## src/rtl/shift_left_seq_if.sv

```systemverilog
// Request/result bundle for the sequential left shifter.
// The master drives a request; the slave returns the result and handshake status.
interface shift_left_seq_if #(
   parameter int WIDTH   = 32,
   parameter int SHAMT_W = 5
);
   logic               ctrl_start;
   logic [WIDTH-1:0]   dataIn;
   logic [SHAMT_W-1:0] shiftamt;
   logic [WIDTH-1:0]   dataOut;
   logic               busy;
   logic               resultRDY;

   modport master (
      output ctrl_start, dataIn, shiftamt,
      input  dataOut, busy, resultRDY
   );

   modport slave (
      input  ctrl_start, dataIn, shiftamt,
      output dataOut, busy, resultRDY
   );
endinterface

```

## src/rtl/shift_left_seq.sv

```systemverilog
// Multi-cycle logical left shifter, one power-of-two stage per clock, MSB stage first.
// Optional SHIFT_LEFT_EARLY_EXIT_EN: finish right after the lowest set shift-amount bit.
//
// state | meaning
// IDLE  | waiting for ctrl_start; dataOut holds the last result
// SHIFT | applying stage idx (1<<idx positions) to the accumulator
module shift_left_seq #(
   parameter int WIDTH   = 32,
   parameter int SHAMT_W = 5
) (
   input logic              clock,
   input logic              reset,
   shift_left_seq_if.slave  bus
);

   localparam int IDX_W = (SHAMT_W > 1) ? $clog2(SHAMT_W) : 1;
   localparam logic [IDX_W-1:0] IDX_TOP = IDX_W'(SHAMT_W - 1);

   typedef enum logic {
      IDLE,
      SHIFT
   } stateType;

   stateType           state, stateNext;
   logic [WIDTH-1:0]   acc, accNext;
   logic [SHAMT_W-1:0] amt, amtNext;
   logic [IDX_W-1:0]   idx, idxNext;
   logic [WIDTH-1:0]   resultReg, resultNext;
   logic               busyReg, busyNext;
   logic               rdyReg, rdyNext;

   logic [SHAMT_W-1:0] stageDist;
   logic [WIDTH-1:0]   stageOut;
   logic               lastStage;
`ifdef SHIFT_LEFT_EARLY_EXIT_EN
   logic [SHAMT_W-1:0] lowerMask;
`endif

   always_ff @(posedge clock) begin
      if (reset) begin
         state     <= IDLE;
         acc       <= '0;
         amt       <= '0;
         idx       <= IDX_TOP;
         resultReg <= '0;
         busyReg   <= 1'b0;
         rdyReg    <= 1'b0;
      end else begin
         state     <= stateNext;
         acc       <= accNext;
         amt       <= amtNext;
         idx       <= idxNext;
         resultReg <= resultNext;
         busyReg   <= busyNext;
         rdyReg    <= rdyNext;
      end
   end

   always_comb begin
      stageDist = SHAMT_W'(1) << idx;
      stageOut  = amt[idx] ? (acc << stageDist) : acc;
`ifdef SHIFT_LEFT_EARLY_EXIT_EN
      // No remaining set bits below this stage means nothing left to shift.
      lowerMask = stageDist - SHAMT_W'(1);
      lastStage = ((amt & lowerMask) == '0);
`else
      lastStage = (idx == '0);
`endif

      stateNext  = state;
      accNext    = acc;
      amtNext    = amt;
      idxNext    = idx;
      resultNext = resultReg;
      busyNext   = busyReg;
      rdyNext    = 1'b0;

      case (state)
         IDLE: begin
            if (bus.ctrl_start) begin
               accNext   = bus.dataIn;
               amtNext   = bus.shiftamt;
               idxNext   = IDX_TOP;
               busyNext  = 1'b1;
               stateNext = SHIFT;
            end
         end
         SHIFT: begin
            accNext = stageOut;
            idxNext = idx - IDX_W'(1);
            if (lastStage) begin
               resultNext = stageOut;
               rdyNext    = 1'b1;
               busyNext   = 1'b0;
               idxNext    = IDX_TOP;
               stateNext  = IDLE;
            end
         end
         default: begin
            stateNext = IDLE;
            busyNext  = 1'b0;
         end
      endcase
   end

   assign bus.dataOut   = resultReg;
   assign bus.busy      = busyReg;
   assign bus.resultRDY = rdyReg;

endmodule

```

## src/flat_wrapper.sv

```systemverilog
// flat-port wrapper written by rule: the top's interface ports become plain ports
module shift_left_seq_flat 
#(
   parameter int WIDTH   = 32,
   parameter int SHAMT_W = 5
)
  (clock, reset, bus_ctrl_start, bus_dataIn, bus_shiftamt, bus_dataOut, bus_busy, bus_resultRDY);
  shift_left_seq_if #(.WIDTH(WIDTH), .SHAMT_W(SHAMT_W)) bus_i ();
  input logic clock;
  input logic reset;
  input wire logic [$bits(bus_i.ctrl_start)-1:0] bus_ctrl_start;
  input wire logic [$bits(bus_i.dataIn)-1:0] bus_dataIn;
  input wire logic [$bits(bus_i.shiftamt)-1:0] bus_shiftamt;
  output wire logic [$bits(bus_i.dataOut)-1:0] bus_dataOut;
  output wire logic [$bits(bus_i.busy)-1:0] bus_busy;
  output wire logic [$bits(bus_i.resultRDY)-1:0] bus_resultRDY;
  assign bus_i.ctrl_start = bus_ctrl_start;
  assign bus_i.dataIn = bus_dataIn;
  assign bus_i.shiftamt = bus_shiftamt;
  assign bus_dataOut = bus_i.dataOut;
  assign bus_busy = bus_i.busy;
  assign bus_resultRDY = bus_i.resultRDY;
  shift_left_seq #(.WIDTH(WIDTH), .SHAMT_W(SHAMT_W)) u_core (.clock(clock), .reset(reset), .bus(bus_i));
endmodule
```

## config.mk

```make
export PLATFORM = sky130hd
export DESIGN_NAME = shift_left_seq_flat
export DESIGN_NICKNAME = d
export VERILOG_FILES = /design/src/rtl/shift_left_seq_if.sv /design/src/rtl/shift_left_seq.sv /design/src/flat_wrapper.sv
export SDC_FILE = /design/constraint.sdc
export NUM_CORES = 1
export LEC_CHECK = 0
export CORE_MARGIN = 1.5
export CORE_UTILIZATION = 30
export DETAILED_ROUTE_END_ITERATION = 8
export SLEW_MARGIN = 10
export SYNTH_ARGS = -nofsm -noshare
export SYNTH_HDL_FRONTEND = slang
export SYNTH_SLANG_ARGS = --single-unit
```

## constraint.sdc

```tcl
create_clock -name clock -period 1.7 [get_ports clock]
set_clock_uncertainty 0.05 [all_clocks]
set_input_delay 0.17 -clock clock [delete_from_list [all_inputs] [get_ports clock]]
set_output_delay 0.17 -clock clock [all_outputs]
set_load 0.02 [all_outputs]
```

Word level (Yosys, flattened, before mapping)
Cells that the tools add are included.
{"block": "totals", "reg_bits": 75, "in_bits": 40, "out_inout_bits": 34, "wordCells": 34}
{"block": "classes", "add_sub_neg": 1, "n_lt_le_gt_ge": 1, "eq_ne": 2, "shift": 2, "mux": 15, "bitwise_logic": 1, "reduce_logical": 5}
{"op": "32-bit 2-to-1 mux", "count": 2}
{"op": "32-bit one-hot mux with 2 select lines", "count": 1}
{"op": "32-bit by 5-bit left shift with 32-bit output", "count": 1}
{"op": "1-bit 2-to-1 mux", "count": 6}
{"op": "3-bit 2-to-1 mux", "count": 2}
{"op": "3-bit one-hot mux with 2 select lines", "count": 1}
{"op": "2-bit AND reduction", "count": 3}
{"op": "1-bit by 3-bit left shift with 5-bit output (first input constant)", "count": 1}
{"op": "3-bit by 4-bit < comparator with 1-bit output (second input constant)", "count": 1}
{"op": "2-bit inequality test (second input constant)", "count": 2}
{"op": "1-bit one-hot mux with 2 select lines", "count": 2}
{"op": "1-bit binary-select mux with 3-bit select", "count": 1}
{"op": "3-bit zero test", "count": 1}
{"op": "3-bit by 1-bit subtractor with 3-bit output (second input constant)", "count": 1}
{"op": "2-bit OR reduction", "count": 1}
{"op": "1-bit NOT", "count": 1}

Longest topological paths before layout
Gate-level depths: netlist of the first run.
{"block": "logic_depth", "word_depth": 4, "ltp_mapped": 8}

Worst setup path before layout of the first run
No wires, ideal clock.
{"block": "synth_timing", "path_kind": "reg-to-reg", "from": "register u_core.idx[0]", "to": "register u_core.acc[4]", "setup_ns": 0.132, "arrival_ns": 1.579, "required_ns": 1.518, "path_slack_ns": -0.062, "path_stages_with_launch": 8, "path_buffers": 2, "period_less_slack_ns": 1.762, "path_cell_list": "dfxtp_1 > buf_6 > nor3b_1 > and2_1 > nor2_2 > buf_4 > a32oi_1 > a21oi_1"}
{"block": "synth_via", "elab_chain_len": 4, "word_cells_on_any_way": 6, "classes_between": "shift: 2; mux: 4"}
{"item": "start, declared", "line_no": "shift_left_seq.sv:27", "rtl": "logic [IDX_W-1:0] idx, idxNext;"}
{"item": "start signal, assigned", "line_no": "shift_left_seq.sv:52", "rtl": "idx <= idxNext;"}
{"item": "1-bit by 3-bit left shift with 5-bit output or 1-bit binary-select mux with 3-bit select (tied branches)", "line_no": "shift_left_seq.sv:60, shift_left_seq.sv:61"}
{"item": "32-bit by 5-bit left shift with 32-bit output or 1-bit 2-to-1 mux (tied branches)", "line_no": "shift_left_seq.sv:61", "rtl": "stageOut = amt[idx] ? (acc << stageDist) : acc;"}
{"item": "32-bit 2-to-1 mux *", "line_no": "shift_left_seq.sv:61"}
{"item": "32-bit one-hot mux with 2 select lines *", "line_no": "shift_left_seq.sv:78", "rtl": "case (state)"}
{"item": "end signal, assigned", "line_no": "shift_left_seq.sv:50", "rtl": "acc <= accNext;"}
{"item": "end, declared", "line_no": "shift_left_seq.sv:25", "rtl": "logic [WIDTH-1:0] acc, accNext;"}
Every way passes the cells marked *; elsewhere a longest branch is shown, timed or not. The select of a mux whose other input is x is not followed.
A chain may end at the register's enable or synchronous reset.

Final worst setup path of the first run
{"block": "layout_timing", "from": "register u_core.idx[1]", "to": "register u_core.acc[12]"}
The elaborated chain is that of the path after synthesis.

==> flow_summary.yaml, run 1 <==
logic_synthesis:
  synthCells: 546
  ys_ff_latch: 75
  yosys.area.top_type: "dfxtp_1"
  synth.cell_area_um2: 4640
  yosysTopAreaCellShare_pct: 32.4
  synthDistinctLibCells: 60
  ys_dominant_reg_cell: "dfxtp_1"
  syn_nets: 586
  synth-seq-area-share_pct: 32.4
  yosysWarnings: 0
  syn_avg_cell_area_um2: 8.49
  ys_top_cells_by_area: "dfxtp_1 32%, o21ai_0 6.8%, mux2i_1 5.6%"
  synth_edf_count: 0
  synth-async-reset-ratio_pct: 0
placed_design:
  post-dp-hpwl_mm: 12.1
  dp_slack_ps: -285
  io_buffers: 73
  place_area_um2: 6080
  gp_congestion: 0.969
global_routing:
  grt_max_degree: 39
  grt_first_pass_wirelength_mm: 26.7
  grt_usage_pct: 21.6
  grt_pass1_vias: 4869
  grt_antenna_before_repair: 0
  gr-total-overflow: 0
sta:
  worst_slew_pin_slew_ps: 425
  final.period_utilization_pct: 112
  final.min_clock_period_ps: 1910
  setup_ws_ps: -207
  maxSlewViolCount: 0
  fmax_ghz: 0.524
  fin_setup_tns_ps: -5210
  grt_setup_unrepaired: "yes"
  hold_viol: 0
  setup_viol: 60
  slew_headroom_pct: 71.6
critical_path:
  cp.arrival_ps: 2130
  r2r_cells: 9
  endpoint_kind: "flop"
  critPathKind: "reg -> reg"
  r2r-end: "u_core.acc[12]"
  cp-start-kind: "flop"
  crit_fanout: 6
  reg2reg_from: "u_core.idx[1]"
  worstPathRequired_ps: 1920
  ff2ff_setup_slack_ps: -210
hold_path:
  worstHoldPathCells: 4
  hold_start: "bus_ctrl_start"
  worstHoldEndpoint: "u_core.acc[0]"
  min_path_type: "in -> reg"
detailed_routing:
  drtIter0Drc: 333
  drc: 0
  drt-vias-per-instance: 5.75
  drt-pass1-iter-count: 5
  wl_per_cell_um: 20.3
  drt-total-wl_mm: 17.9
  ant_nets: 0
  vias: 5052
final_layout:
  drive_gt1_share_pct: 34.2
  n_antenna_cell: 0
  num-fill-cells: 1462
  nNetsFinal: 726
  area_growth_pct: 54.8
  fin_area_um2: 7180
  layout_common_cells: "72 x clkdlybuf4s50_1, 72 x buf_4, 72 x dfxtp_1"
floorplan:
  coreArea_um2: 15100
  start_util_pct: 30.6
  die_w_um: 127
  rows: 45
  fp.dieH_um: 127
  boundaryPins: 74
  die_area_um2: 16200
clocking:
  clk-insertion-delay-late_ps: 350
  cts_buffers: 9
  cts-htree-levels: 3
  cts_tree: "yes"
  path_clk_slew_ps: 60
  clock_sinks: 75
  cts_buffer_depth: 2
  ctsRootBufferMaster: "clkbuf_16"
  cts_hold_buf: 0
power_and_ir_drop:
  p_leak_nw: 2.60
  finalPower_mw: 5.61
  ir_drop_mv: 0.524
  power_density_nw_per_um2: 781
outcome:
  outcome: "finished, violations left"
  violations: "negative setup slack"
flow_run:
  maxCapViolations: 0
-- power by group --
group / internal (mW) / switching, mW
clock: 1.06 / 0.783
combinational: 0.861 / 0.840
sequential: 1.88 / 0.185
total: 3.80 / 1.81
-- layer usage --
metal  track usage (%)  routed length (µm)  up-vias
li1                  -                   -     2351
met1              28.9                8260     2493
met2              34.7                8300      176
met3              3.81                 953       32
met4              8.22                 359        0
met5                 0                   0        -
-- synthesized netlist by cell type (2+ instances only) --
library cell / number
o41ai_1: 2
o21ai_0: 63
a22oi_1: 6
nor3b_1: 2
buf_6: 6
a211oi_1: 31
and3_1: 8
o21a_1: 4
or3_1: 2
o22ai_1: 9
o21bai_1: 2
a311oi_1: 6
buf_2: 14
nor2b_1: 15
o211ai_1: 10
buf_1: 4
a32oi_1: 4
mux4_2: 11
nor2_1: 46
mux2i_1: 26
a2111oi_4: 2
nand2b_1: 3
o32ai_1: 2
nor3_1: 11
o2111ai_1: 2
mux2_2: 17
a21oi_1: 48
dfxtp_1: 75
a31oi_1: 14
o221ai_1: 3
inv_1: 12
nand2_1: 19
clkbuf_1: 31
nand3_1: 10
-- repair_timing --
action,4_1_cts,5_1_grt
pin swaps,27,17
endpoints found under the setup margin,65,64
endpoints found under the hold margin,0,0
gates resized for setup,58,53
buffers inserted,15,8
gates cloned,0,4
-- through the flow --
stage,cells,hold WS [ps],util (%)
floorplan,546,267,-
global placement,836,420,40.1
detailed placement,836,414,40.1
CTS,867,375,44.7
global route,879,395,47.4
finish,879,378,47.4
-- state kept, by name, summed over array words and instances, names as in the netlist --
register and cells:
u_core.idx 3, u_core.state 1, u_core.bus.resultRDY 1, u_core.bus.busy 1, u_core.bus.dataOut 32, u_core.acc 32, u_core.amt 5
-- layout make-up --
type	instances	area, µm²	share of cell area, %
clock buffers	12	256	3.57
flip-flops and latches	75	1510	21.0
repair buffers	185	1880	26.2
well taps	188	235	3.28
multi-input cells	402	3220	44.9
inverters	13	48.8	0.680
clock inverters	4	25.0	0.349
-- cells by family after synthesis --
| group | share of synthesized area [%] |
|---|---|
| AOI/OAI and AO/OA | 32.3 |
| adders and majority gates | 0.216 |
| buffers and inverters | 7.02 |
| DFF | 32.4 |
| muxes | 15.1 |
| and+or+nand+nor | 13.0 |
-- worst max path at each step --
| stage | startpoint | endpoint | slack (ps) | depth (start not counted) |
|---|---|---|---|---|
| floorplan | u_core.idx[0] | u_core.acc[3] | -10 | 8 |
| global placement | u_core.idx[1] | u_core.bus.dataOut[16] | -200 | 7 |
| detailed placement | u_core.idx[0] | u_core.bus.dataOut[16] | -290 | 5 |
| CTS | u_core.idx[1] | u_core.acc[12] | -140 | 9 |
| global route | u_core.idx[1] | u_core.acc[12] | -300 | 9 |
| finish | u_core.idx[1] | u_core.acc[12] | -210 | 9 |
-- worst max-delay path, stage by stage, from the launching register on --
cell      delay (ps)
dfxtp_4          380
buf_6            100
mux2i_2          200
buf_4            180
o22a_4           180
buf_8            150
buf_8            140
and3_4           200
a21oi_4           40
a211oi_2         210
Note: power is estimated with default switching activity, not from simulation.
==> run 2, diff against run 1 <==
--- a/config.mk
+++ b/config.mk
@@ -8,6 +8,7 @@
 export CORE_MARGIN = 1.5
 export CORE_UTILIZATION = 30
 export DETAILED_ROUTE_END_ITERATION = 8
+export SETUP_SLACK_MARGIN = 0.02
 export SLEW_MARGIN = 10
 export SYNTH_ARGS = -nofsm -noshare
 export SYNTH_HDL_FRONTEND = slang
==> run 2 against run 1 <==
Net effect: the flow still finishes with violations (negative setup slack); core utilization is 1.8 points higher; critical path depth is 2 lower; sequential power hardly changed; die area stayed put; hold slack better by 2.3 ps; worst setup slack better by 95 ps; wire length is 0.18% higher.
==> flow_summary.yaml, run 2 (synthesis gave the netlist of run 1 again) <==
detailed_routing:
  vias: 5033
  drtIter0Drc: 249
  drt-total-wl_mm: 17.9
  wl_per_cell_um: 20.2
  ant_nets: 0
  drt-pass1-iter-count: 4
  drt-vias-per-instance: 5.69
  drc: 0
clocking:
  cts_tree: "yes"
  clk-insertion-delay-late_ps: 350
  clock_sinks: 75
  path_clk_slew_ps: 60
  cts_buffer_depth: 2
  cts_buffers: 9
  cts-htree-levels: 3
  ctsRootBufferMaster: "clkbuf_16"
hold_path:
  min_path_type: "in -> reg"
  worstHoldPathCells: 4
power_and_ir_drop:
  power_density_nw_per_um2: 834
  ir_drop_mv: 0.511
  p_leak_nw: 2.72
  finalPower_mw: 6.21
floorplan:
  rows: 45
  fp.dieH_um: 127
  coreArea_um2: 15100
  die_w_um: 127
  start_util_pct: 30.6
  boundaryPins: 74
  die_area_um2: 16200
sta:
  final.min_clock_period_ps: 1810
  setup_ws_ps: -112
  slew_headroom_pct: 68.0
  maxSlewViolCount: 0
  grt_setup_unrepaired: "yes"
  worst_slew_pin_slew_ps: 479
  final.period_utilization_pct: 107
  setup_viol: 37
  hold_viol: 0
  fmax_ghz: 0.552
global_routing:
  grt_usage_pct: 22.0
  grt_antenna_before_repair: 1
  gr-total-overflow: 0
  grt_max_degree: 52
  grt_first_pass_wirelength_mm: 27.5
  grt_pass1_vias: 4879
final_layout:
  stdcell_count: 885
  layout_common_cells: "72 x clkdlybuf4s50_1, 71 x dfxtp_1, 64 x buf_4"
  mostFrequentLayoutCell: "clkdlybuf4s50_1"
  drive_gt1_share_pct: 36.2
  area_growth_pct: 60.6
  n_antenna_cell: 0
  nNetsFinal: 732
placed_design:
  post-dp-hpwl_mm: 12.2
  io_buffers: 73
  dp_cells: 840
  gp_congestion: 0.948
critical_path:
  endpoint_kind: "flop"
  cp-start-kind: "flop"
  cp.arrival_ps: 2040
  worstPathRequired_ps: 1930
  crit_fanout: 5
  critPathKind: "reg -> reg"
  r2r_cells: 7
outcome:
  violations: "negative setup slack"
  outcome: "finished, violations left"
flow_run:
  maxCapViolations: 0
run 2: cell count changes in the layout (fill, tap and decap cells not counted), sizes merged:
cell / delta
buf: +5
bufinv: +3
clkbuf: -1
clkinv: -2
clkinvlp: -2
inv: +1
o22a: +2
run 2: metrics by stage:
step / hold WS [ps] / TNS [ps] / utilization [%] / cell area (µm²) / worst slack (ps)
floorplan: 267 / 0 / - / 4650 / 4.22
global placement: 417 / -7050 / 40.4 / 6120 / -252
detailed placement: 410 / -8560 / 40.4 / 6120 / -316
CTS: 367 / -1310 / 45.8 / 6930 / -77.6
global route: 398 / -4620 / 49.2 / 7450 / -172
finish: 380 / -1580 / 49.2 / 7450 / -112
run 2: layout make-up:
type | count | area [µm²]
clock buffers | 12 | 267
clock inverters | 4 | 95.1
fillers | 1354 | 7700
inverters | 13 | 51.3
multi-input cells | 404 | 3300
flip-flops and latches | 75 | 1510
well taps | 188 | 235
repair buffers | 189 | 1990
run 2: path summary, 6_finish.rpt:
kind              slack, ps                  start                     to
hold / removal          380         bus_ctrl_start         u_core.acc[28]
hold reg to reg         430  u_core.bus.dataOut[0]  u_core.bus.dataOut[0]
setup / recovery       -110          u_core.idx[2]  u_core.bus.dataOut[2]
setup reg to reg       -110          u_core.idx[2]  u_core.bus.dataOut[2]
run 2: layer usage:
| metal | global-route usage [%] | vias up | part of all wire [%] |
|---|---|---|---|
| li1 | - | 2368 | - |
| met2 | 34.5 | 165 | 45 |
| met4 | 7.02 | 0 | 2.7 |
| met1 | 30.0 | 2464 | 46 |
| met3 | 5.07 | 36 | 5.8 |
| met5 | 0 | - | 0 |
run 2: power by group:
part | switching (mW) | total (mW) | internal [mW]
logic | 0.882 | 1.84 | 0.959
registers | 0.192 | 2.07 | 1.88
clock network | 0.749 | 2.30 | 1.55
run 2: critical path, stage by stage, from the launching register on:
cell and delay, ps:
dfxtp_4 360, or2_4 250, buf_6 130, buf_6 120, o22a_4 280, a2111oi_4 300
a31oi_2 90, a21oi_2 160
run 2: timing repair:
| item | 4_1_cts | 5_1_grt |
|---|---|---|
| endpoints found under the setup margin | 62 | 64 |
| buffers inserted | 9 | 15 |
| gates resized for setup | 74 | 82 |
| pin swaps | 40 | 47 |
| hold buffers | 0 | 0 |
| cloned | 4 | 2 |
